File: config.mk
export PLATFORM = sky130hd
export DESIGN_NAME = hidden_layer_accumulator_flat
export DESIGN_NICKNAME = d
export VERILOG_FILES = /design/src/rtl/hidden_layer_accumulator_if.sv /design/src/rtl/hidden_layer_accumulator.sv /design/src/flat_wrapper.sv
export SDC_FILE = /design/constraint.sdc
export NUM_CORES = 1
export LEC_CHECK = 0
export CAP_MARGIN = 30
export CORE_ASPECT_RATIO = 0.6
export CORE_UTILIZATION = 45
export CTS_CLUSTER_DIAMETER = 120
export DETAILED_ROUTE_END_ITERATION = 12
export PLACE_DENSITY = 0.7
export REMOVE_ABC_BUFFERS = 1
export SLEW_MARGIN = 20
export SYNTH_ARGS = -nofsm -noshare
export SYNTH_HDL_FRONTEND = slang
export SYNTH_SLANG_ARGS = --single-unit
File: constraint.sdc
create_clock -name clk -period 4.45 [get_ports clk]
set_input_delay 0.89 -clock clk [delete_from_list [all_inputs] [get_ports clk]]
set_output_delay 0.89 -clock clk [all_outputs]
set_load 0.01 [all_outputs]
File: src/rtl/hidden_layer_accumulator_if.sv
// Bus between the hidden-layer accumulator and its two neighbours:
// the input index queue (dequeue handshake) and the weight ROM (address/data).
interface hidden_layer_accumulator_if #(
  parameter int HIDDEN_NODES = 15,
  parameter int WEIGHT_WIDTH = 8
);
  logic                                 queueEmpty;
  logic [9:0]                           indexOut;
  logic                                 dequeue;
  logic [9:0]                           weightAddr;
  logic [HIDDEN_NODES*WEIGHT_WIDTH-1:0] weightData;

  // The accumulator masters both the queue and the ROM.
  modport master (
    output dequeue,
    output weightAddr,
    input  queueEmpty,
    input  indexOut,
    input  weightData
  );

  modport slave (
    input  dequeue,
    input  weightAddr,
    output queueEmpty,
    output indexOut,
    output weightData
  );
endinterface

File: src/rtl/hidden_layer_accumulator.sv
// Drains the active-pixel index queue and sums the weight lanes at each index
// into per-hidden-node signed saturating accumulators (binary inputs, no multiplier).
module hidden_layer_accumulator #(
  parameter int HIDDEN_NODES = 15,
  parameter int WEIGHT_WIDTH = 8,
  parameter int ACC_WIDTH    = 16,
  parameter int INPUT_NODES  = 784
) (
  input  logic                              clk,
  input  logic                              resetN,
  input  logic                              start,
  hidden_layer_accumulator_if.master        queueRom,
  output logic [HIDDEN_NODES*ACC_WIDTH-1:0] sumsOut,
  output logic                              sumsValid,
  output logic                              busy,
  output logic [9:0]                        activeCount,
  output logic                              rangeError
);

  typedef enum logic [2:0] {
    IDLE, CHECK, DEQ_HI, DEQ_LO, ADDR, READ, ACCUM, DONE
  } stateT;

  localparam logic [ACC_WIDTH-1:0] ACC_MAX     = {1'b0, {(ACC_WIDTH-1){1'b1}}};
  localparam logic [ACC_WIDTH-1:0] ACC_MIN     = {1'b1, {(ACC_WIDTH-1){1'b0}}};
  localparam logic [10:0]          INPUT_LIMIT = 11'(INPUT_NODES);

  stateT                state;
  stateT                nextState;
  logic                 startPass;
  logic                 indexInRange;
  logic [ACC_WIDTH-1:0] acc [HIDDEN_NODES];

  // Sum at ACC_WIDTH+1 bits; disagreeing top two bits mean the true sum left
  // the ACC_WIDTH range, and the top bit tells which rail to clamp to.
  function automatic logic [ACC_WIDTH-1:0] satAdd(
    input logic [ACC_WIDTH-1:0]    accValue,
    input logic [WEIGHT_WIDTH-1:0] weight
  );
    logic [ACC_WIDTH:0] wide;
    wide = {accValue[ACC_WIDTH-1], accValue}
         + {{(ACC_WIDTH+1-WEIGHT_WIDTH){weight[WEIGHT_WIDTH-1]}}, weight};
    if (wide[ACC_WIDTH] == wide[ACC_WIDTH-1]) begin
      return wide[ACC_WIDTH-1:0];
    end else if (wide[ACC_WIDTH]) begin
      return ACC_MIN;
    end else begin
      return ACC_MAX;
    end
  endfunction

  assign indexInRange = ({1'b0, queueRom.indexOut} < INPUT_LIMIT);

  // NOTE: sequential state uses non-blocking (<=) so every register samples
  // pre-edge values; combinational blocks use blocking (=).
  always_ff @(posedge clk or negedge resetN) begin
    if (!resetN) begin
      state <= IDLE;
    end else begin
      state <= nextState;
    end
  end

  // NOTE: every output of this block gets a default first, so no path can
  // leave a signal unassigned and infer a latch.
  always_comb begin
    nextState         = state;
    queueRom.dequeue  = 1'b0;
    busy              = 1'b0;
    sumsValid         = 1'b0;
    startPass         = 1'b0;
    unique case (state)
      IDLE, DONE: begin
        sumsValid = (state == DONE);
        if (start) begin
          startPass = 1'b1;
          nextState = CHECK;
        end
      end
      CHECK: begin
        busy      = 1'b1;
        nextState = queueRom.queueEmpty ? DONE : DEQ_HI;
      end
      DEQ_HI: begin
        busy             = 1'b1;
        queueRom.dequeue = 1'b1;
        nextState        = DEQ_LO;
      end
      DEQ_LO: begin
        busy      = 1'b1;
        nextState = ADDR;
      end
      ADDR: begin
        busy      = 1'b1;
        nextState = indexInRange ? READ : CHECK;
      end
      READ: begin
        busy      = 1'b1;
        nextState = ACCUM;
      end
      ACCUM: begin
        busy      = 1'b1;
        nextState = CHECK;
      end
      default: nextState = IDLE;
    endcase
  end

  // NOTE: the accumulator array is a bank of flops, not a RAM, and must read
  // zero straight out of reset, so it is reset like any other register.
  always_ff @(posedge clk or negedge resetN) begin
    if (!resetN) begin
      queueRom.weightAddr <= '0;
      activeCount         <= '0;
      rangeError          <= 1'b0;
      for (int n = 0; n < HIDDEN_NODES; n++) begin
        acc[n] <= '0;
      end
    end else if (startPass) begin
      activeCount <= '0;
      rangeError  <= 1'b0;
      for (int n = 0; n < HIDDEN_NODES; n++) begin
        acc[n] <= '0;
      end
    end else begin
      case (state)
        ADDR: begin
          // Out-of-range indices never reach the ROM address bus.
          if (indexInRange) begin
            queueRom.weightAddr <= queueRom.indexOut;
          end else begin
            rangeError <= 1'b1;
          end
        end
        ACCUM: begin
          activeCount <= activeCount + 10'd1;
          for (int n = 0; n < HIDDEN_NODES; n++) begin
            acc[n] <= satAdd(acc[n], queueRom.weightData[n*WEIGHT_WIDTH +: WEIGHT_WIDTH]);
          end
        end
        default: ;
      endcase
    end
  end

  for (genvar n = 0; n < HIDDEN_NODES; n++) begin : g_sums
    assign sumsOut[n*ACC_WIDTH +: ACC_WIDTH] = acc[n];
  end

endmodule

File: src/flat_wrapper.sv
// flat-port wrapper written by rule: the top's interface ports become plain ports
module hidden_layer_accumulator_flat 
#(
  parameter int HIDDEN_NODES = 15,
  parameter int WEIGHT_WIDTH = 8,
  parameter int ACC_WIDTH    = 16,
  parameter int INPUT_NODES  = 784
)
  (clk, resetN, start, sumsOut, sumsValid, busy, activeCount, rangeError, queueRom_dequeue, queueRom_weightAddr, queueRom_queueEmpty, queueRom_indexOut, queueRom_weightData);
  hidden_layer_accumulator_if #(.HIDDEN_NODES(HIDDEN_NODES), .WEIGHT_WIDTH(WEIGHT_WIDTH)) queueRom_i ();
  input  logic clk;
  input  logic resetN;
  input  logic start;
  output logic [HIDDEN_NODES*ACC_WIDTH-1:0] sumsOut;
  output logic sumsValid;
  output logic busy;
  output logic [9:0] activeCount;
  output logic rangeError;
  output wire logic [$bits(queueRom_i.dequeue)-1:0] queueRom_dequeue;
  output wire logic [$bits(queueRom_i.weightAddr)-1:0] queueRom_weightAddr;
  input wire logic [$bits(queueRom_i.queueEmpty)-1:0] queueRom_queueEmpty;
  input wire logic [$bits(queueRom_i.indexOut)-1:0] queueRom_indexOut;
  input wire logic [$bits(queueRom_i.weightData)-1:0] queueRom_weightData;
  assign queueRom_dequeue = queueRom_i.dequeue;
  assign queueRom_weightAddr = queueRom_i.weightAddr;
  assign queueRom_i.queueEmpty = queueRom_queueEmpty;
  assign queueRom_i.indexOut = queueRom_indexOut;
  assign queueRom_i.weightData = queueRom_weightData;
  hidden_layer_accumulator #(.HIDDEN_NODES(HIDDEN_NODES), .WEIGHT_WIDTH(WEIGHT_WIDTH), .ACC_WIDTH(ACC_WIDTH), .INPUT_NODES(INPUT_NODES)) u_core (.clk(clk), .resetN(resetN), .start(start), .queueRom(queueRom_i), .sumsOut(sumsOut), .sumsValid(sumsValid), .busy(busy), .activeCount(activeCount), .rangeError(rangeError));
endmodule
==> impl_results.md <==
* Outcome: complete, no violations
* Site row count at 61
* Final hold slack at 0.332 ns
* PortBufs at 397
* Area leader, netlist: dfrtp_1
* Synth top cells by count: nand2_1 (275), ha_1 (269), nor2_1 (268), dfrtp_1 (264), o21ai_0 (235)
* Nets@finish at 3,340
* Final Power at 0.0208 W
* Ys flop type: dfrtp_1
* Crit-path leading delay family: compound AO/OA/AOI/OAI gates
* RR Startpoint: u_core.sumsOut[17]
* Crit. End Element: register
* Internal power component at 0.0114 W
* CP Cell Sequence: clkdlybuf4s50_1 > ha_1 > a21o_1 > a21o_1 > a211oi_2 > o21ai_1 > a2111oi_2 > o41ai_1 > a21oi_1 > xnor2_1 > ha_1 > nor2_1 > a221o_1
* Worst Skew at 0.0237 ns
* Final RePlAce weighted congestion at 0.919
* Top cells by area, synth: dfrtp_1 (31%), ha_1 (16%), o21ai_0 (5.5%), nand2_1 (4.8%), nor2_1 (4.7%)
* DR vias at 20,440
* Maxcap violations at 0
* Sw frac at 45.5%
* CTS tree: done
* Worst-skew pair later-pin latency at 0.58 ns
* DPL Wire Length at 48,300 µm
* CTS Buf Count at 29
* Seq cells post-synth at 264
* Post-synthesis mux area share at 0.521%
* Vias per cell at 5.72
* Layout Cells excl Fill at 3,575
* Fraction of registers with async set/reset at 100%
* Most common cell in the netlist: nand2_1
* Seq/Total Area, Yosys at 30.9%
* Power density cells at 757 mW/mm²
* Kind of critical path: in2reg
* Largest net degree at the start of global routing at 116
* Netlist cell types at 75
* Worst Hold Class: in2async
* Crit Path Max Fanout at 12
* Pins Over Slew Limit at 0
* Design area at 0.0275 mm²
* Slowest stage delay, CP at 0.64 ns
* Residual DRC at 0
* Final period util at 91.0%
* Reg power frac at 20.5%
* Mapped Avg Cell Area at 8.56 µm²
* Max Freq at 247 MHz
* Die H at 171 µm
* Clk pin slew, worst setup/hold paths at 0.06 ns
* Slew @ Worst Pin at 0.884 ns
* Initial Utilization at 45.9%
* Share of layout cells above drive strength 1 at 6.36%
* Clk root buf: clkbuf_16
* Xor/xnor cell area share of the yosys netlist at 8.39%
* Gate power share at 66.3%
* DRT Pass-1 Iters at 6
* First-pass GRT wire length at 103,000 µm
* Syn-to-layout area delta at 28.8%
* Clk buf depth at 3
* Unrepaired setup endpoints after global routing: false
* Post-CTS setup buffers at 0
* Simple-Gate Fraction of Synth Area at 16.8%
* Clk sink count at 264
* H-tree levels at 1
* Syn Inst Count at 2,498
* Placed cells at 3,521
* Die Footprint at 0.0484 mm²
* YS warnings at 0
* Peak VDD IR at 0.421 mV
* Antenna-violating nets left at 0
* Fill cell count at 3,997
* Total gr overflow at 0
* Synth Area in Compound Gates at 23.9%
* Post-DR wirelength/cell at 18.1 µm
* Area share of fa/ha/maj cells after synthesis at 17.2%
* Routed WL at 64,600 µm
* Setup slack, reg-to-reg at 0.75 ns
* DR iter-0 viols at 1,401
* Cts hold-fix bufs at 0
* Setup violators final at 0
* Data required time of the critical path at 4.97 ns
* Post-Syn Area at 0.0214 mm²
* Worst Reg-to-Reg Cells at 12
* Yosys top cell area share at 30.9%
* Initial antenna violation count at 4
* Max_slew headroom at 41.0%
* Leak at 12.8 nW
* Startpoint Class: input port
* Core area at 0.0466 mm²
* CP arrival at 4.57 ns
* PostCTS Resize Cnt at 0
* Net Switching at 0.00948 W
* Cell Area, Placed at 0.0265 mm²
* Post-synth EDFFs at 0
* Reg-to-reg critical path endpoint: u_core.sumsOut[29]
* Final Hold Viols at 0
* Gr usage total at 25.9%
* Fin util at 59.1%
* Combinational family with the most area after synthesis: compound AO/OA/AOI/OAI gates
* Bufs and invs on worst path at 1
* Fin crit period at 4.05 ns
* Slowest CP cell: nor2_1
* Vias in the first global route at 19,586
* DIE WIDTH at 283 µm
* Clock share of power at 13.2%
* Ports at 398
[logic make-up after synthesis]
kind of cell | Yosys count
simple gates | 807
compound gates | 799
fa+ha+maj | 285
flops | 264
xor+xnor | 204
buf+inv | 129
mux | 10
[area by class of cell]
class / instances / area, µm² / area share, %
Clock buffer: 43 / 868 / 3.15
Sequential cell: 264 / 6610 / 24.0
Clock inverter: 8 / 194 / 0.704
Timing Repair Buffer: 468 / 4550 / 16.5
Inverter: 54 / 203 / 0.736
Multi-Input combinational cell: 2105 / 14300 / 52.0
Antenna cell: 3 / 7.51 / 0.0273
Tap cell: 630 / 788 / 2.86
[worst max path at each step]
stage | from | end | slack [ns] | cells after the start
final | queueRom_weightData[9] | u_core.sumsOut[29] | 0.40 | 13
after global routing | queueRom_weightData[9] | u_core.sumsOut[30] | 0.14 | 13
after CTS | queueRom_weightData[9] | u_core.sumsOut[29] | 0.43 | 13
after detailed placement | queueRom_weightData[9] | u_core.sumsOut[29] | -0.19 | 13
after global placement | queueRom_weightData[9] | u_core.sumsOut[29] | -0.11 | 13
after floorplan | u_core.state[0] | u_core.sumsOut[105] | -3.38 | 5
[metal layers]
metal,GRT usage (%),up-vias,wire length [µm]
met3,4.80,120,4080
li1,-,9913,-
met5,0,-,11
met1,35.8,9716,29800
met2,40.9,689,28500
met4,8.46,2,2170
[cells in the final DEF (no fill, tap or decap), drive strengths merged, types with 71 or more instances in the layout]
cell type,Yosys,routed
clkdlybuf4s50,0,396
nand2,275,275
ha,269,269
nor2,268,268
dfrtp,264,264
o21ai,249,249
a21oi,180,180
xnor2,104,104
xor2,100,100
buf,15,72
nor3,71,71
[sequential cells by signal, summed over array words and instances (netlist names)]
name,count
u_core.sumsOut,240
u_core.activeCount,10
u_core.queueRom.weightAddr,10
u_core.state,3
u_core.rangeError,1
[power by group through the flow]
| stage | clock, W | combinational [W] | sequential (W) |
|---|---|---|---|
| 4_1_cts | 0.00282 | 0.0137 | 0.00427 |
| 2_1_floorplan | 0 | 0.00830 | 0.00445 |
| 5_1_grt | 0.00291 | 0.0152 | 0.00441 |
| 3_3_place_gp | 0 | 0.0133 | 0.00426 |
| 3_5_place_dp | 0 | 0.0136 | 0.00429 |
| 6_report | 0.00275 | 0.0138 | 0.00428 |
[stage by stage]
step	TNS (ns)	setup slack (ns)
after floorplan	-534.72	-3.38
after global placement	-1.31	-0.111
after detailed placement	-2.17	-0.189
after CTS	0	0.431
after global routing	0	0.135
final	0	0.399
(Power assumes the default switching activity.)
